**src/rtl/b_bus_pkg.sv**
```systemverilog
// b_bus_pkg: shared constants for the B-bus register file.
//   SEL_ZERO / SEL_EXT / SEL_REG_BASE : read-select codes
//   reg_sel_code(idx)                 : select code that reads register idx
package b_bus_pkg;

    localparam int SEL_ZERO     = 0;
    localparam int SEL_EXT      = 1;
    localparam int SEL_REG_BASE = 2;

    function automatic int reg_sel_code(input int idx);
        return SEL_REG_BASE + idx;
    endfunction

endpackage

```
**src/rtl/b_bus_reg.sv**
```systemverilog
// b_bus_reg: one DATA_W data register. A write takes priority over an
// increment, and the increment wraps modulo 2^DATA_W.
// Ports:
//   clk, reset : clock, synchronous active-high reset
//   wr_en      : load d
//   inc_en     : add one (ignored while wr_en is set)
//   d          : write data
//   q          : current register value
module b_bus_reg
    import b_bus_pkg::*;
#(
    parameter int DATA_W = 16
) (
    input  logic              clk,
    input  logic              reset,
    input  logic              wr_en,
    input  logic              inc_en,
    input  logic [DATA_W-1:0] d,
    output logic [DATA_W-1:0] q
);

    logic [DATA_W-1:0] r_q;

    always_ff @(posedge clk) begin
        if (reset) begin
            r_q <= '0;
        end else if (wr_en) begin
            r_q <= d;
        end else if (inc_en) begin
            r_q <= r_q + DATA_W'(1);
        end
    end

    assign q = r_q;

endmodule

```
**src/rtl/b_bus_regfile.sv**
```systemverilog
// b_bus_regfile: NREGS data registers written from the C bus, with
// per-register auto-increment, and a registered B-bus source selector.
// Optional feature macro: B_BUS_BYPASS_EN -- when defined, a read of a
// register that is being written/incremented in the same cycle returns the
// post-update value; otherwise the pre-update value is returned.
// Ports:
//   clk, reset : clock, synchronous active-high reset
//   rd_req     : read request
//   rd_sel     : 0 zero, 1 ext_in, 2..NREGS+1 R0..R(NREGS-1), else zero + error
//   ext_in     : external byte, zero-extended on read
//   c_bus      : write data
//   wr_en      : per-register write mask
//   inc_en     : per-register increment enable
//   b_bus      : registered B-bus value (holds when no request)
//   b_valid    : b_bus was loaded by the previous cycle's request
//   sel_err    : previous request used an out-of-range select
module b_bus_regfile
    import b_bus_pkg::*;
#(
    parameter int DATA_W = 16,
    parameter int NREGS  = 8,
    parameter int EXT_W  = 8,
    parameter int SEL_W  = $clog2(NREGS + 2)
) (
    input  logic              clk,
    input  logic              reset,
    input  logic              rd_req,
    input  logic [SEL_W-1:0]  rd_sel,
    input  logic [EXT_W-1:0]  ext_in,
    input  logic [DATA_W-1:0] c_bus,
    input  logic [NREGS-1:0]  wr_en,
    input  logic [NREGS-1:0]  inc_en,
    output logic [DATA_W-1:0] b_bus,
    output logic              b_valid,
    output logic              sel_err
);

    logic [DATA_W-1:0] w_q  [NREGS];
    logic [DATA_W-1:0] w_rd [NREGS];
    logic [DATA_W-1:0] w_src;
    logic              w_oor;

    logic [DATA_W-1:0] r_b_bus;
    logic              r_b_valid;
    logic              r_sel_err;

    for (genvar g = 0; g < NREGS; g++) begin : g_reg
        b_bus_reg #(
            .DATA_W (DATA_W)
        ) u_reg (
            .clk    (clk),
            .reset  (reset),
            .wr_en  (wr_en[g]),
            .inc_en (inc_en[g]),
            .d      (c_bus),
            .q      (w_q[g])
        );

`ifdef B_BUS_BYPASS_EN
        // Forward the value the register will hold after this edge.
        assign w_rd[g] = wr_en[g]  ? c_bus :
                         inc_en[g] ? w_q[g] + DATA_W'(1) :
                                     w_q[g];
`else
        assign w_rd[g] = w_q[g];
`endif
    end

    always_comb begin
        w_src = '0;
        w_oor = (32'(rd_sel) > 32'(NREGS + 1));
        if (32'(rd_sel) == 32'(SEL_EXT)) begin
            w_src = DATA_W'(ext_in);
        end
        for (int k = 0; k < NREGS; k++) begin
            if (32'(rd_sel) == 32'(reg_sel_code(k))) begin
                w_src = w_rd[k];
            end
        end
    end

    always_ff @(posedge clk) begin
        if (reset) begin
            r_b_bus   <= '0;
            r_b_valid <= 1'b0;
            r_sel_err <= 1'b0;
        end else begin
            r_b_valid <= rd_req;
            r_sel_err <= rd_req & w_oor;
            if (rd_req) begin
                r_b_bus <= w_src;
            end
        end
    end

    assign b_bus   = r_b_bus;
    assign b_valid = r_b_valid;
    assign sel_err = r_sel_err;

endmodule

```
**config.mk**
```make
export PLATFORM = sky130hd
export DESIGN_NAME = b_bus_regfile
export DESIGN_NICKNAME = d
export VERILOG_FILES = /design/src/rtl/b_bus_pkg.sv /design/src/rtl/b_bus_reg.sv /design/src/rtl/b_bus_regfile.sv
export SDC_FILE = /design/constraint.sdc
export NUM_CORES = 1
export LEC_CHECK = 0
export ABC_AREA = 1
export CORE_ASPECT_RATIO = 0.7
export CORE_MARGIN = 8
export CORE_UTILIZATION = 35
export CTS_BUF_LIST = sky130_fd_sc_hd__clkbuf_4
export DETAILED_ROUTE_END_ITERATION = 16
export SYNTH_ARGS = -nofsm -noshare
export SYNTH_HDL_FRONTEND = slang
export SYNTH_SLANG_ARGS = --single-unit
```
**constraint.sdc**
```tcl
create_clock -name clk -period 2.7 [get_ports clk]
set_clock_uncertainty 0.05 [all_clocks]
set_input_delay 0.27 -clock clk [delete_from_list [all_inputs] [get_ports clk]]
set_output_delay 0.27 -clock clk [all_outputs]
set_load 0.03 [all_outputs]
```
### Word level (Yosys, flattened, before mapping)

Cells that the tools add are included.

| storage, ports and cells | value |
|---|---|
| flip-flop bits (word level) | 146 |
| latch bits | 0 |
| bits in writable memories | 0 |
| memory bits (read-only) | 0 |
| output and inout port bits | 18 |
| word-level logic and storage cells | 63 |
| memories | 0 |

| operators by class | value |
|---|---|
| add/sub/neg operators | 8 |
| $mul | 0 |
| divide/modulo/power cells | 0 |
| $lt $le $gt $ge | 1 |
| equality and inequality tests | 9 |
| shift-type cells | 0 |
| multiplexer cells | 25 |
| bitwise operators | 1 |
| reduce and logical (&&, ||, !) cells | 8 |

Operators with widths:

| kind | count |
|---|---|
| $mux W16 | 24 |
| $add A16 B1 Y16 const B | 8 |
| $eq A4 B3 Y1 const B | 4 |
| $reduce_bool A2 Y1 | 8 |
| $eq A4 B2 Y1 const B | 2 |
| $eq A4 B4 Y1 const B | 2 |
| $mux W8 | 1 |
| $eq A4 B1 Y1 const B | 1 |
| $gt A4 B4 Y1 const B | 1 |
| $and A1 B1 Y1 | 1 |

### Depth between registers and ports, before layout

| depth | value |
|---|---|
| depth in word-level cells | 10 |
| gate-level depth with buffers | 11 |

### Cells and area by module

From an unflattened synthesis, not the netlist that was laid out.

| unflattened totals | value |
|---|---|
| cells, all modules | 1513 |
| area, all modules | 9980.8 um2 |

Modules (own cells, without submodules):

| module | instances | cells an instance | area each (um2) |
|---|---|---|---|
| b_bus_reg | 8 | 148 | 1011.0 |
| b_bus_regfile | 1 | 329 | 1893.1 |

### Least setup slack after synthesis

No wires, ideal clock.

| path | value |
|---|---|
| path type | register -> register |
| from | register g_reg[4].u_reg.r_q[0] |
| to | register g_reg[4].u_reg.r_q[12] |
| setup time | 0.132 ns |
| arrival | 1.350 ns |
| required time | 2.518 ns |
| path slack | 1.168 ns |
| stages on the path, launching flop included | 11 |
| buffers on the path | 0 |
| path through | dfxtp_1 -> ha_1 -> nand3_1 -> nor2_1 -> nand4_1 -> nor2_1 -> nand2_1 -> nand2_1 -> inv_1 -> o21ai_0 -> a21oi_1 |

| on the way | value |
|---|---|
| word-level cells in the longest chain between the ends | 3 |

Ends and longest elaborated chain:

| element | RTL line | RTL |
|---|---|---|
| start, declared | b_bus_reg.sv:22 | `logic [DATA_W-1:0] r_q;` |
| start signal, assigned | b_bus_reg.sv:30 | `r_q <= r_q + DATA_W'(1);` |
| $add A16 B1 Y16 | b_bus_reg.sv:30 |  |
| $mux W16 | b_bus_reg.sv:29 | `end else if (inc_en) begin` |
| $mux W16 | b_bus_reg.sv:27 | `end else if (wr_en) begin` |

Every way passes these cells. The select of a mux whose other input is x is not followed.
A chain may end at the register's enable or synchronous reset.

### Worst setup path after layout

| path | value |
|---|---|
| from | register r_b_bus[9], in the netlist b_bus[9] |
| to | output port b_bus[9] |

RTL lines:

| element | RTL line | RTL |
|---|---|---|
| start, declared | b_bus_regfile.sv:43 | `logic [DATA_W-1:0] r_b_bus;` |
| start signal, assigned | b_bus_regfile.sv:91 | `r_b_bus <= w_src;` |
| end, declared | b_bus_regfile.sv:33 | `output logic [DATA_W-1:0] b_bus,` |

No word-level cell between the ends.

==> run summary <==
Outcome: complete, no violations
Switching power: 1.58 mW
Synth Flop Type: dfxtp_1
Critical Path RT: 2.38 ns
Crit path time final: 2.03 ns
WP data arrival: 1.71 ns
Initial antenna violation count: 3
Part of the Yosys area used for sequential elements: 0.335
Core Area: 24600 sq um
Sequential share of power: 0.500
Clk Latency, worst-skew pair: 0.60 ns
Startpoint Class: flip-flop
First-pass GRT wire length: 50400 um
Buffers & Inverters on Critical Path: 1
Initial Util: 0.355
DP HPWL: 24800 um
Max-capacitance violation count: 0
DIE HEIGHT: 148 um
Crit end category: output pin
Total Power: 4.99 mW
Synth Warn #: 0
Mux contribution to synthesized area: 0
PnR worst setup slack: 0.673 ns
Commonest cells in the netlist: nand2_1 (345), dfxtp_1 (146), inv_1 (133)
# IOs: 65
Async SR Flop Fraction: 0
Post-synth EDFFs: 0
TritonRoute pass-1 iters: 8
Worst path slowest cell: clkdlybuf4s50_1
Post-CTS setup buffers: 0
Worst Tran Pin Value: 0.819 ns
Hold Slack: 0.307 ns
Final slew viol count: 0
Overall routing resource usage: 0.218
Syn nets: 1396
Layout cell share with drive strength beyond 1: 0.0533
Final core occ: 0.410
Mapped Cells: 1341
Vias in the first global route: 8226
Final hold vios: 0
CP Max Fanout: 2
Area Growth Syn to Fin: 15.5%
DRT iter0 DRCs: 1110
Cell Int Power: 3.41 mW
# resized after CTS: 0
Number of remaining DRC errors: 0
Hold-fix buffers, CTS: 1
Fmax: 493 MHz
Clock tree from TritonCTS: built
CP Cell Sequence: clkdlybuf4s50_1
Crit Path Class: reg2out
Yosys reg bits: 146
Post-Synth Adder-Cell Area: 0.0115
Synth cell types: 32
Die X: 205 um
TNS Setup: 0 ns
Tcrit/Tclk final: 0.751
Post-synthesis xor/xnor area fraction: 0.0843
Peak VDD IR: 342 uV
Final GP Congestion: 0.937
CTS buffer count: 17
Clock tree buffer depth: 2
Crit path largest cell delay: 0.71 ns
Final instance area: 10100 sq um
Most numerous cell in the Yosys netlist: nand2_1
IO buf count: 64
Leakage: 3.99 nW
Reg clk slew, reported paths: 0.16 ns
Cell area after synthesis: 8720 sq um
Post-synthesis area per instance: 6.51 sq um
Largest family of logic cells by synthesized area: simple AND/OR/NAND/NOR gates
Top Family by Delay on Critical Path: buffers and inverters
Area leader, netlist: dfxtp_1
H-tree Lvls: 4
GRT overflow: 0
NumNets Final: 1448
WL/cell: 19.1 um
Area post-placement: 9720 sq um
Post-synth top area share: 0.335
Synth area leaders: dfxtp_1 (34%), nand2_1 (15%), a21oi_1 (7.4%)
Clk pwr share: 0.346
Via/cell ratio: 5.36
Slew HR: 0.452
Largest net degree at the start of global routing: 55
Post-synthesis compound-gate area fraction: 0.190
Placed Cells: 1698
RSZ-0062 raised after global routing: false
Via count: 9295
Root buffer cell: clkbuf_4
Worst min path class: in2reg
Clk sinks: 146
Simple-gate share of the synthesized area: 0.295
Final setup viols: 0
Comb pwr share: 0.154
Max reg flops: 128
Switch share: 0.317
ANT nets after route: 0
Final WL: 33200 um
Layout Cells excl Fill: 1733
# rows: 48
Die area: 30300 sq um
Pwr dens: 495 nW/um^2
Pre-CTS WS: 0.428 ns
## cell families (layout without fill, tap and decap cells)
group / after synthesis / count (layout)
AOI/OAI and AO/OA: 302 / 302
other: 0 / 2
xor gates and xnor gates: 84 / 84
adders and majority gates: 8 / 8
DFF: 146 / 146
buffers and inverters: 191 / 256
and+or+nand+nor: 610 / 610
## layout by cell type, fill, tap and decap left out, types with 4 or more instances in the layout
cell type,instances
nand3_1,74
inv_1,132
clkdlybuf4s50_1,63
buf_4,17
ha_1,8
nor2_1,120
o21ai_1,9
o21ai_0,90
nand4_1,35
xor2_1,55
nor3_1,16
nand2_1,345
bufinv_16,5
a31oi_1,29
clkbuf_4,18
xnor2_1,29
a21oi_1,129
a22oi_1,31
nor2_2,8
nor2_4,4
o211ai_1,5
dfxtp_1,146
inv_2,9
## routing by layer
layer,part of all wire,global-route usage
met1,0.48,0.332
met2,0.40,0.293
met3,0.10,0.0528
met4,0.020,0.0607
met5,0,0
## worst paths after layout
check | startpoint | to | slack (ns) | cells past startpoint
worst min register to register | b_bus[4] | b_bus[4] | 0.43 | 2
worst min-delay path | rd_req | b_valid | 0.31 | 3
worst max-delay path | b_bus[9] | b_bus[9] | 0.67 | 1
worst max register to register | g_reg[4].u_reg.q[1] | g_reg[4].u_reg.q[12] | 0.75 | 10
## power by group through the flow
stage          Clock, mW  Sequential [mW]  Combinational (mW)
2_1_floorplan          0             2.47               0.440
3_3_place_gp           0             2.53               0.750
3_5_place_dp           0             2.53               0.756
4_1_cts             1.77             2.48               0.761
5_1_grt             1.86             2.51               0.842
6_report            1.73             2.49               0.767
## area by class of cell
cell class                 instances  area, sq um
multi-input combinational       1004         5070
clock inverter                    14          211
sequential                       146         2920
tap                              325          407
timing repair buffer              83          793
antenna                            2         5.00
inverter                         141          529
clock buffer                      18          135
fill                            2578        14500
Power figures use the tool's default switching activity.
==> variant: new RTL, same settings <==
The option `B_BUS_BYPASS_EN` is turned on by a define.
--- a/src/rtl/b_bus_regfile.sv
+++ b/src/rtl/b_bus_regfile.sv
@@ -14,6 +14,8 @@
 //   b_bus      : registered B-bus value (holds when no request)
 //   b_valid    : b_bus was loaded by the previous cycle's request
 //   sel_err    : previous request used an out-of-range select
+`define B_BUS_BYPASS_EN
+
 module b_bus_regfile
     import b_bus_pkg::*;
 #(
Check against the original RTL: not equivalent (a bounded check fails within 4 cycles, from zero or initial values and one cycle with reset high).
==> variant against the unedited design <==
First-iteration DRC count is 7.9% lower; die area is 6.1% higher; total power up 0.95%; routed wire length increased by 2.8%; cell area rose by 10%; synthesized area up 6.7%; sequential cell count stayed put; combinational power rose by 30%; setup slack lost 0.41 ns; largest power group unchanged; highest routed layer is now met5.
==> variant: results (changes against the unedited design) <==
RUN_STATUS='complete, no violations'
SEQ_AREA_FRAC_SYNTH_PCT=31.39  # -2.1 points
PEAKVDDDROP_V=0.0003359  # -1.8%
VIAS_IN_THE_FIRST_GLOBAL_ROUTE=9173  # +12%
CTS.CLK_SLEW.WORST_PATHS_NS=0.14  # -0.02 ns
GRT_ANTENNA_BEFORE_REPAIR=2  # -1
ROUTED_VIA_DENSITY=5.023  # -6.3%
CRITPATHARRIVALTIME_NS=2.87  # +1.16 ns
WIRE_LENGTH_OF_THE_FIRST_GLOBAL_ROUTING_PASS_MM=52.40  # +3.9%
TIMING.REG2REG.WORST_PATH_DEPTH=13  # +3
AREA.SHARE.SEQUENTIAL_PCT=26.34  # -2.7 points
SYNTH_XOR_AREA_SHARE_PCT=4.421  # -4.0 points
DESIGN.SEQ.COUNT=146  # unchanged
FIN_NETS=1696  # +17%
CRIT_PATH_MAX_FANOUT=5  # +3
CRITICAL_PATH.STARTPOINT='g_reg[2].u_reg.q[0]$_SDFF_PP0_'
DRIVE_GT1_SHARE_PCT=9.190  # +3.9 points
DETAIL_ROUTE.ITER0.VIOLATIONS=1022  # -7.9%
MULTI_INPUT_AREA_MM2=0.005429  # +7.0%
AREA_SHARE_NONCLK_BUFFERS_PCT=10.67  # +2.8 points
YOSYS.AREA_SHARE.ADDER_PCT=1.075  # -0.072 points
SHARE_COMB_OF_TOTAL_POWER_PCT=19.9  # +4.5 points
DISTINCT_CELLS_SYNTH=47  # +47%
FILLERINSTANCES=2878  # +12%
TIMING_WORST_SLEW_PIN_VALUE_NS=0.6610  # -0.1578 ns
SHARE_OF_THE_SYNTHESIZED_AREA_IN_COMPOUND_GATES_AO_OA_AOI_OAI_PCT=13.06  # -6.0 points
REG2REG_SETUP_SLACK_NS=0.26  # -0.49 ns
NON_CLOCK_INVERTER_COUNT=208  # +48%
SYN_NETS=1595  # +14%
SYN_AREA_PER_CELL_UM2=6.046  # -7.1%
PRE_CTS_WS_NS=-0.0007179  # -0.4287 ns
DP.FINAL_HPWL_MM=26.41  # +6.5%
CRIT_END='b_bus[8]$_SDFFE_PP0P_'
MAX_FREQ_GHz=0.4102  # -17%
REPORTED_LEAKAGE_POWER_nW=4.824  # +21%
NUMBER_OF_SEARCH_AND_REPAIR_ITERATIONS_IN_THE_FIRST_DETAILED_ROUTING_PASS=5  # -3
GP_CONGESTION=0.9608  # +2.5%
POWER_IN_SEQUENTIAL_CELLS_mW=2.41  # -3%
NON_CLOCK_BUFFER_COUNT=130  # +57%
SYNTH_AREA_LEADERS='sky130_fd_sc_hd__dfxtp_1 31%, sky130_fd_sc_hd__nand2_1 18%, sky130_fd_sc_hd__nor2_1 8.4%'
==> variant: how the worst min path moves through the flow <==
| stage | slack [ns] | startpoint | depth (start not counted) | endpoint |
|---|---|---|---|---|
| 2_1_floorplan | 0.34 | rd_sel[3] | 2 | sel_err$_SDFF_PP0_ |
| 3_3_place_gp | 0.40 | b_bus[4]$_SDFFE_PP0P_ | 2 | b_bus[4]$_SDFFE_PP0P_ |
| 3_5_place_dp | 0.41 | b_bus[4]$_SDFFE_PP0P_ | 2 | b_bus[4]$_SDFFE_PP0P_ |
| 4_1_cts | 0.01 | reset | 2 | g_reg[5].u_reg.q[2]$_SDFF_PP0_ |
| 5_1_grt | 0.05 | reset | 2 | g_reg[6].u_reg.q[14]$_SDFF_PP0_ |
| 6_report | 0.05 | reset | 2 | g_reg[5].u_reg.q[0]$_SDFF_PP0_ |
==> variant: metal layers <==
layer	part of all wire, %	GRT usage, %	vias up
met2	41	30.53	404
met5	0.094	0	-
met3	9.2	4.624	56
met1	47	29.98	4585
met4	2.7	7.048	6
li1	-	-	5086
==> variant: critical path, cell delays in order, from the launching register on <==
cell                       delay, ns
sky130_fd_sc_hd__dfxtp_1        0.41
sky130_fd_sc_hd__ha_1           0.19
sky130_fd_sc_hd__nand2_1        0.07
sky130_fd_sc_hd__nor2_1         0.16
sky130_fd_sc_hd__nand3_1        0.13
sky130_fd_sc_hd__nor2_2         0.20
sky130_fd_sc_hd__xnor2_1        0.15
sky130_fd_sc_hd__nand2_1        0.06
sky130_fd_sc_hd__nand2_1        0.09
sky130_fd_sc_hd__o211ai_1       0.18
sky130_fd_sc_hd__nor2_1         0.25
sky130_fd_sc_hd__nand4_1        0.20
sky130_fd_sc_hd__nand2_1        0.11
sky130_fd_sc_hd__a21oi_1        0.06
